$ cat src/rtl/uart_tx_param_if.sv
// Write-side port of the UART transmitter: enqueue strobe/data toward the TX FIFO and
// FIFO status back to the producer.
interface uart_tx_param_if #(
  parameter int WIDTH = 8,
  parameter int DEPTH = 4
);
  localparam int CNT_W = $clog2(DEPTH + 1);

  logic             d_ready;
  logic [WIDTH-1:0] d_in;
  logic             fifo_full;
  logic             fifo_empty;
  logic [CNT_W-1:0] fifo_count;
  logic             overflow;

  modport master (
    output d_ready, d_in,
    input  fifo_full, fifo_empty, fifo_count, overflow
  );

  modport slave (
    input  d_ready, d_in,
    output fifo_full, fifo_empty, fifo_count, overflow
  );
endinterface

$ cat src/rtl/uart_tx_param.sv
// UART transmitter with a DEPTH-entry TX FIFO; a pop launches a frame one edge after the word lands.
// Writes into a full FIFO are dropped with a one-cycle overflow pulse; frames never abort except on reset.
module uart_tx_param #(
  parameter int WIDTH        = 8,
  parameter int DEPTH        = 4,
  parameter int CLKS_PER_BIT = 4,
  parameter int STOP_BITS    = 1
) (
  input  logic                  clk,
  input  logic                  rstn,
  input  logic                  en,
  input  logic [1:0]            parity_mode,
  uart_tx_param_if.slave        wr,
  output logic                  tx_data,
  output logic                  busy
);
  localparam int PW    = (DEPTH > 1) ? $clog2(DEPTH) : 1;
  localparam int CNT_W = $clog2(DEPTH + 1);
  localparam int CW    = (CLKS_PER_BIT > 1) ? $clog2(CLKS_PER_BIT) : 1;

  localparam logic [CW-1:0]    BAUD_LAST = CW'(CLKS_PER_BIT - 1);
  localparam logic [3:0]       DATA_LAST = 4'(WIDTH - 1);
  localparam logic [3:0]       STOP_LAST = 4'(STOP_BITS - 1);
  localparam logic [CNT_W-1:0] FULL_CNT  = CNT_W'(DEPTH);

  localparam logic [2:0] S_IDLE   = 3'd0;
  localparam logic [2:0] S_START  = 3'd1;
  localparam logic [2:0] S_DATA   = 3'd2;
  localparam logic [2:0] S_PARITY = 3'd3;
  localparam logic [2:0] S_STOP   = 3'd4;

  logic [WIDTH-1:0] mem_q [DEPTH];
  logic [PW-1:0]    wr_ptr_q, wr_ptr_d, rd_ptr_q, rd_ptr_d;
  logic [CNT_W-1:0] count_q, count_d;
  logic             ovf_q, ovf_d;
  logic [2:0]       state_q, state_d;
  logic [CW-1:0]    baud_q, baud_d;
  logic [3:0]       bit_q, bit_d;
  logic [WIDTH-1:0] shreg_q, shreg_d;
  logic             par_en_q, par_en_d;
  logic             par_bit_q, par_bit_d;

  logic             full, empty, wr_acc, pop, bit_end, can_start;
  logic [WIDTH-1:0] head;

  // Status comes from registered occupancy only, so a same-edge pop never frees a slot for a write.
  always_comb begin
    full      = (count_q == FULL_CNT);
    empty     = (count_q == '0);
    wr_acc    = wr.d_ready && !full;
    ovf_d     = wr.d_ready && full;
    head      = mem_q[rd_ptr_q];
    bit_end   = (baud_q == BAUD_LAST);
    can_start = en && !empty;
  end

  always_comb begin
    state_d   = state_q;
    baud_d    = baud_q;
    bit_d     = bit_q;
    shreg_d   = shreg_q;
    par_en_d  = par_en_q;
    par_bit_d = par_bit_q;
    pop       = 1'b0;
    if (state_q != S_IDLE) begin
      baud_d = bit_end ? '0 : baud_q + 1'b1;
    end
    case (state_q)
      S_IDLE: begin
        if (can_start) begin
          pop     = 1'b1;
          state_d = S_START;
          baud_d  = '0;
        end
      end
      S_START: begin
        if (bit_end) begin
          state_d = S_DATA;
          bit_d   = '0;
        end
      end
      S_DATA: begin
        if (bit_end) begin
          shreg_d = shreg_q >> 1;
          if (bit_q == DATA_LAST) begin
            bit_d   = '0;
            state_d = par_en_q ? S_PARITY : S_STOP;
          end else begin
            bit_d = bit_q + 4'd1;
          end
        end
      end
      S_PARITY: begin
        if (bit_end) state_d = S_STOP;
      end
      S_STOP: begin
        if (bit_end) begin
          if (bit_q == STOP_LAST) begin
            bit_d = '0;
            if (can_start) begin
              pop     = 1'b1;
              state_d = S_START;
            end else begin
              state_d = S_IDLE;
            end
          end else begin
            bit_d = bit_q + 4'd1;
          end
        end
      end
      default: state_d = S_IDLE;
    endcase
    // Parity mode is captured with the word so later changes cannot disturb this frame.
    if (pop) begin
      shreg_d   = head;
      par_en_d  = (parity_mode == 2'b01) || (parity_mode == 2'b10);
      par_bit_d = (^head) ^ (parity_mode == 2'b10);
    end
  end

  always_comb begin
    wr_ptr_d = wr_ptr_q + PW'(wr_acc);
    rd_ptr_d = rd_ptr_q + PW'(pop);
    case ({wr_acc, pop})
      2'b10:   count_d = count_q + 1'b1;
      2'b01:   count_d = count_q - 1'b1;
      default: count_d = count_q;
    endcase
  end

  always_ff @(posedge clk or negedge rstn) begin
    if (!rstn) begin
      wr_ptr_q  <= '0;
      rd_ptr_q  <= '0;
      count_q   <= '0;
      ovf_q     <= 1'b0;
      state_q   <= S_IDLE;
      baud_q    <= '0;
      bit_q     <= '0;
      shreg_q   <= '0;
      par_en_q  <= 1'b0;
      par_bit_q <= 1'b0;
    end else begin
      wr_ptr_q  <= wr_ptr_d;
      rd_ptr_q  <= rd_ptr_d;
      count_q   <= count_d;
      ovf_q     <= ovf_d;
      state_q   <= state_d;
      baud_q    <= baud_d;
      bit_q     <= bit_d;
      shreg_q   <= shreg_d;
      par_en_q  <= par_en_d;
      par_bit_q <= par_bit_d;
    end
  end

  always_ff @(posedge clk) begin
    if (wr_acc) mem_q[wr_ptr_q] <= wr.d_in;
  end

  always_comb begin
    case (state_q)
      S_START:  tx_data = 1'b0;
      S_DATA:   tx_data = shreg_q[0];
      S_PARITY: tx_data = par_bit_q;
      default:  tx_data = 1'b1;
    endcase
  end

  assign busy          = (state_q != S_IDLE);
  assign wr.fifo_full  = full;
  assign wr.fifo_empty = empty;
  assign wr.fifo_count = count_q;
  assign wr.overflow   = ovf_q;
endmodule

$ cat src/flat_wrapper.sv
// flat-port wrapper written by rule: the top's interface ports become plain ports
module uart_tx_param_flat 
#(
  parameter int WIDTH        = 8,
  parameter int DEPTH        = 4,
  parameter int CLKS_PER_BIT = 4,
  parameter int STOP_BITS    = 1
)
  (clk, rstn, en, parity_mode, tx_data, busy, wr_d_ready, wr_d_in, wr_fifo_full, wr_fifo_empty, wr_fifo_count, wr_overflow);
  uart_tx_param_if #(.WIDTH(WIDTH), .DEPTH(DEPTH)) wr_i ();
  input  logic clk;
  input  logic rstn;
  input  logic en;
  input  logic [1:0] parity_mode;
  output logic tx_data;
  output logic busy;
  input wire logic [$bits(wr_i.d_ready)-1:0] wr_d_ready;
  input wire logic [$bits(wr_i.d_in)-1:0] wr_d_in;
  output wire logic [$bits(wr_i.fifo_full)-1:0] wr_fifo_full;
  output wire logic [$bits(wr_i.fifo_empty)-1:0] wr_fifo_empty;
  output wire logic [$bits(wr_i.fifo_count)-1:0] wr_fifo_count;
  output wire logic [$bits(wr_i.overflow)-1:0] wr_overflow;
  assign wr_i.d_ready = wr_d_ready;
  assign wr_i.d_in = wr_d_in;
  assign wr_fifo_full = wr_i.fifo_full;
  assign wr_fifo_empty = wr_i.fifo_empty;
  assign wr_fifo_count = wr_i.fifo_count;
  assign wr_overflow = wr_i.overflow;
  uart_tx_param #(.WIDTH(WIDTH), .DEPTH(DEPTH), .CLKS_PER_BIT(CLKS_PER_BIT), .STOP_BITS(STOP_BITS)) u_core (.clk(clk), .rstn(rstn), .en(en), .parity_mode(parity_mode), .wr(wr_i), .tx_data(tx_data), .busy(busy));
endmodule
$ cat config.mk
export PLATFORM = sky130hd
export DESIGN_NAME = uart_tx_param_flat
export DESIGN_NICKNAME = d
export VERILOG_FILES = /design/src/rtl/uart_tx_param_if.sv /design/src/rtl/uart_tx_param.sv /design/src/flat_wrapper.sv
export SDC_FILE = /design/constraint.sdc
export NUM_CORES = 1
export LEC_CHECK = 0
export CAP_MARGIN = 5
export CELL_PAD_IN_SITES_DETAIL_PLACEMENT = 1
export CELL_PAD_IN_SITES_GLOBAL_PLACEMENT = 1
export CORE_UTILIZATION = 47
export DETAILED_ROUTE_END_ITERATION = 16
export PLACE_DENSITY = 0.84
export REMOVE_ABC_BUFFERS = 1
export SYNTH_ARGS = -nofsm -noshare
export SYNTH_HDL_FRONTEND = slang
export SYNTH_SLANG_ARGS = --single-unit
$ cat constraint.sdc
create_clock -name clk -period 3.45 [get_ports clk]
set_clock_uncertainty 0.2 [all_clocks]
set_input_delay 0.69 -clock clk [delete_from_list [all_inputs] [get_ports clk]]
set_output_delay 0.69 -clock clk [all_outputs]
set_load 0.02 [all_outputs]
==> results summary <==
The flow ran to the end, and the final reports show no timing, DRC or antenna violations. The H-tree level count is 3. The area of the core is approximately 0.0055 mm^2.

The cell depth of the worst hold path is 1. Once routing completed, OpenROAD measured the worst setup slack at approximately 480 ps. The post-CTS resize count came out at 0. The number of filler cells placed in the layout came out at 546.

The proportion of layout cells with a drive suffix above 1 came out at 0.126. The fraction of registers with async set/reset came out at 0.458. For this run, design rule violations remaining after detail routing come to 0. The clock net in this run drives a total of just under 60 sinks. For this design the top-level I/O count stands at 22. The worst register-to-register path begins at u_core.bit_q[0]$_DFFE_PN0P_. TritonCTS built the clock tree. The number of different library cells used by synthesis comes to 42.

After detailed routing, the met3 layer carries 120 um of wire. The area of the die is approximately 0.0060 mm^2. The wire length reported by the detailed router came out at approximately 5.3 mm. The worst register-to-register path ends at u_core.wr.fifo_count[2]$_DFFE_PN0P_.

The total met2 wirelength after detailed routing came out at 2.84 mm. The predominant post-synthesis flop cell is edfxtp_1. The tightest min-delay check is of the register to register type. For this design the ratio of total power to cell area is just over 900 mW/mm^2.

The largest voltage drop on the vdd net came out at 0.513 mV. The slew at the pin closest to its max-slew limit came out at between 500 and 600 ps. The number of standard cells after synthesis is 197. The worst setup path is captured at an output pin. In this run the worst setup path terminates at busy.

For this block, the initial DRC count from the detailed router was about 110. The post-CTS repair timing setup buffer count is 0. The post-synthesis to final-layout area growth came out at 18.2%. Setup violations remaining at the end of the flow were counted as 0.

The placed standard-cell area came out at 0.00300 mm^2. The total of warnings raised by yosys is 0. The depth of the worst register-to-register path came out at 11.

STA classifies the critical path startpoint as a register. The slack of the worst reg-to-reg path came out at roughly 540 ps. Entering global routing, the biggest net connects 28 pins. The required time at the endpoint of the critical path came out at approximately 2600 ps.

Once detail routing completed, the nets flagged for antenna violations numbered 0. The worst pin sits at a relative slew slack of 0.626. The largest area contributor in the netlist is edfxtp_1. The floorplan has 27 rows. The total overflow left after global routing is 0. The share of synthesized area in the top cell type comes to 0.356.

The overall routing resource usage is 0.203. The worst setup path is of the register to output pin kind. The worst path in the final design needs a cycle of just under 3000 ps, including I/O delays and setup. The clock latency at the later pin of the worst-skew pair is 330 ps. The synthesized area per cell came out at 13.7 um^2. The number of pins with negative max-slew slack in the final report came out at 0. Once detailed placement completed, the half-perimeter wirelength came to approximately 3.7 mm.

The die boundary width came out at between 70 and 80 um. The layout net count came out at roughly 250. For this design the static power due to leakage is between 1 and 1.5 nW. Max-cap violations in this run came to 0.

The final non-filler cell area is approximately 0.0032 mm^2. At the end of the flow the core is filled with cells to 0.579. The via count of the first global-routing pass came out at between 1500 and 2000.

The number of placed instances, taps included came out at around 290. The tree is rooted in a clkbuf_8. The floorplan step set the die height to 77.8 um.

The hold violation count in the final report was 0. For this run, the detailed router's first-pass iteration total came to 4. After detailed routing, the average wire length per cell comes to roughly 18 um.

Buffers placed on the I/O ports in this run total 21. The data arrival time of the critical path is 2080 ps. In this run the worst path has a maximum fanout of 15. The share of the clock period used by the worst path after layout is 0.860. The initial antenna violation count came out at 0. The total via count in the routed design came out at about 1600. The number of buffers created by CTS came out at 9. The worst slack after detailed placement came out at a little under 500 ps. The via-per-instance ratio came out at 5.39. Timing would allow up to approximately 340 MHz.

Routability-driven placement finished with a final weighted congestion of approximately 0.73. The clock slew at the register clock pins of the worst setup and hold paths is roughly 70 ps. The first global-routing pass estimated between 8 and 9 mm of wire. The proportion of synthesized chip area in sequential cells is 0.606. The maximum buffer depth of the clock tree is 2. The finished layout holds slightly above 300 standard cells, fillers aside. Tracing the worst setup path back leads to its startpoint at u_core.state_q[0]$_DFFE_PN0P_. Setup repair after global routing left no endpoint under its margin. The number of buffers added to fix hold violations after cts is 0. The initial utilization of the core area, before any placement, comes to 0.490. The highest signal layer in the routed design is met4. 0 antenna diodes ended up in the layout. Sorting the synthesized cells by area gives the leading types as edfxtp_1, dfrtp_1, mux4_1. The cell area after synthesis came out at approximately 0.0027 mm^2. Yosys mapped a number of flops with a built-in enable equal to 32. The number of register bits inferred by synthesis is 59.

For this block, wires on met1 add up to roughly 2.3 mm. The sum of negative setup slack came out at 0 ps.
flip-flops by register name, indices dropped and copies added, names as in the netlist:
register	flops
u_core.bit_q	4
u_core.state_q	3
u_core.wr_ptr_q	2
u_core.par_en_q	1
u_core.wr.overflow	1
u_core.rd_ptr_q	2
u_core.par_bit_q	1
u_core.mem_q	32
u_core.wr.fifo_count	3
u_core.shreg_q	8
u_core.baud_q	2
cells in the mapped netlist (all sizes together), types with 2 or more instances:
library cell,count
mux4,8
nor2,8
o21ai,12
nand3,2
ha,7
dfrtp,27
and3,2
inv,11
nand2b,4
edfxtp,32
a21oi,8
nor3b,5
mux2i,7
buf,4
nand2,15
and2,2
xor2,6
clkbuf,5
o31ai,3
nor3,5
xnor2,6
critical path, stage by stage, from the launching register on:
cell and delay (ps):
dfrtp_1 560, nor3_1 510, inv_1 120, clkdlybuf4s50_1 560
how the worst min path moves through the flow:
stage,from,endpoint,slack [ps]
2_1_floorplan,rstn,u_core.baud_q[0]$_DFF_PN0_,190
3_3_place_gp,u_core.baud_q[0]$_DFF_PN0_,u_core.baud_q[0]$_DFF_PN0_,290
3_5_place_dp,u_core.baud_q[0]$_DFF_PN0_,u_core.baud_q[0]$_DFF_PN0_,290
4_1_cts,u_core.baud_q[0]$_DFF_PN0_,u_core.baud_q[0]$_DFF_PN0_,300
5_1_grt,u_core.bit_q[3]$_DFFE_PN0P_,u_core.bit_q[3]$_DFFE_PN0P_,340
6_report,u_core.baud_q[0]$_DFF_PN0_,u_core.baud_q[0]$_DFF_PN0_,300
where the power goes:
group | total [W] | internal [W] | leakage (nW) | switching (W)
Combinational | 0.00116 | 0.000593 | 0.524 | 0.000564
Clock | 0.000612 | 0.000330 | 0.0950 | 0.000282
Sequential | 0.00118 | 0.000968 | 0.630 | 0.000216
layout make-up:
cell class              count  area, um^2  share of cell area
clock inverters             7        68.8              0.0216
multi-input cells         118         982               0.308
flip-flops and latches     59        1640               0.513
well taps                  72        90.1              0.0282
repair buffers             26         248              0.0776
clock buffers               9         124              0.0388
inverters                  11        41.3              0.0129
cell families (layout without fill, tap and decap cells):
kind of cell,after synthesis,after routing,synth area share
flops,59,59,0.606
simple gates,48,48,0.0913
compound gates,33,33,0.0779
buf+inv,20,53,0.0320
mux,16,16,0.102
xor+xnor,13,13,0.0501
fa+ha+maj,8,8,0.0399
cells in the final DEF (no fill, tap or decap), drive strengths merged, types with 2 or more instances in the layout:
cell type	Yosys	final
a21oi	8	8
and2	2	2
and3	2	2
buf	4	5
clkbuf	5	9
clkdlybuf4s50	0	21
clkinv	0	4
clkinvlp	0	2
dfrtp	27	27
edfxtp	32	32
ha	7	7
inv	11	11
mux2i	7	7
mux4	8	8
nand2	15	15
nand2b	4	4
nand3	2	2
nor2	8	8
nor3	5	5
nor3b	5	5
o21ai	12	12
o31ai	3	3
xnor2	6	6
xor2	6	6
routing by layer:
metal	global-route usage	up-vias
met5	0	-
met4	0.0906	0
met3	0.0459	7
met2	0.350	22
met1	0.242	817
li1	-	783
metrics by stage:
| step | hold WS (ps) | total power [W] |
|---|---|---|
| 2_1_floorplan | 194 | 0.00198 |
| 3_3_place_gp | 288 | 0.00227 |
| 3_5_place_dp | 292 | 0.00235 |
| 4_1_cts | 302 | 0.00298 |
| 5_1_grt | 340 | 0.00314 |
| 6_report | 295 | 0.00295 |
Power figures use the tool's default switching activity.
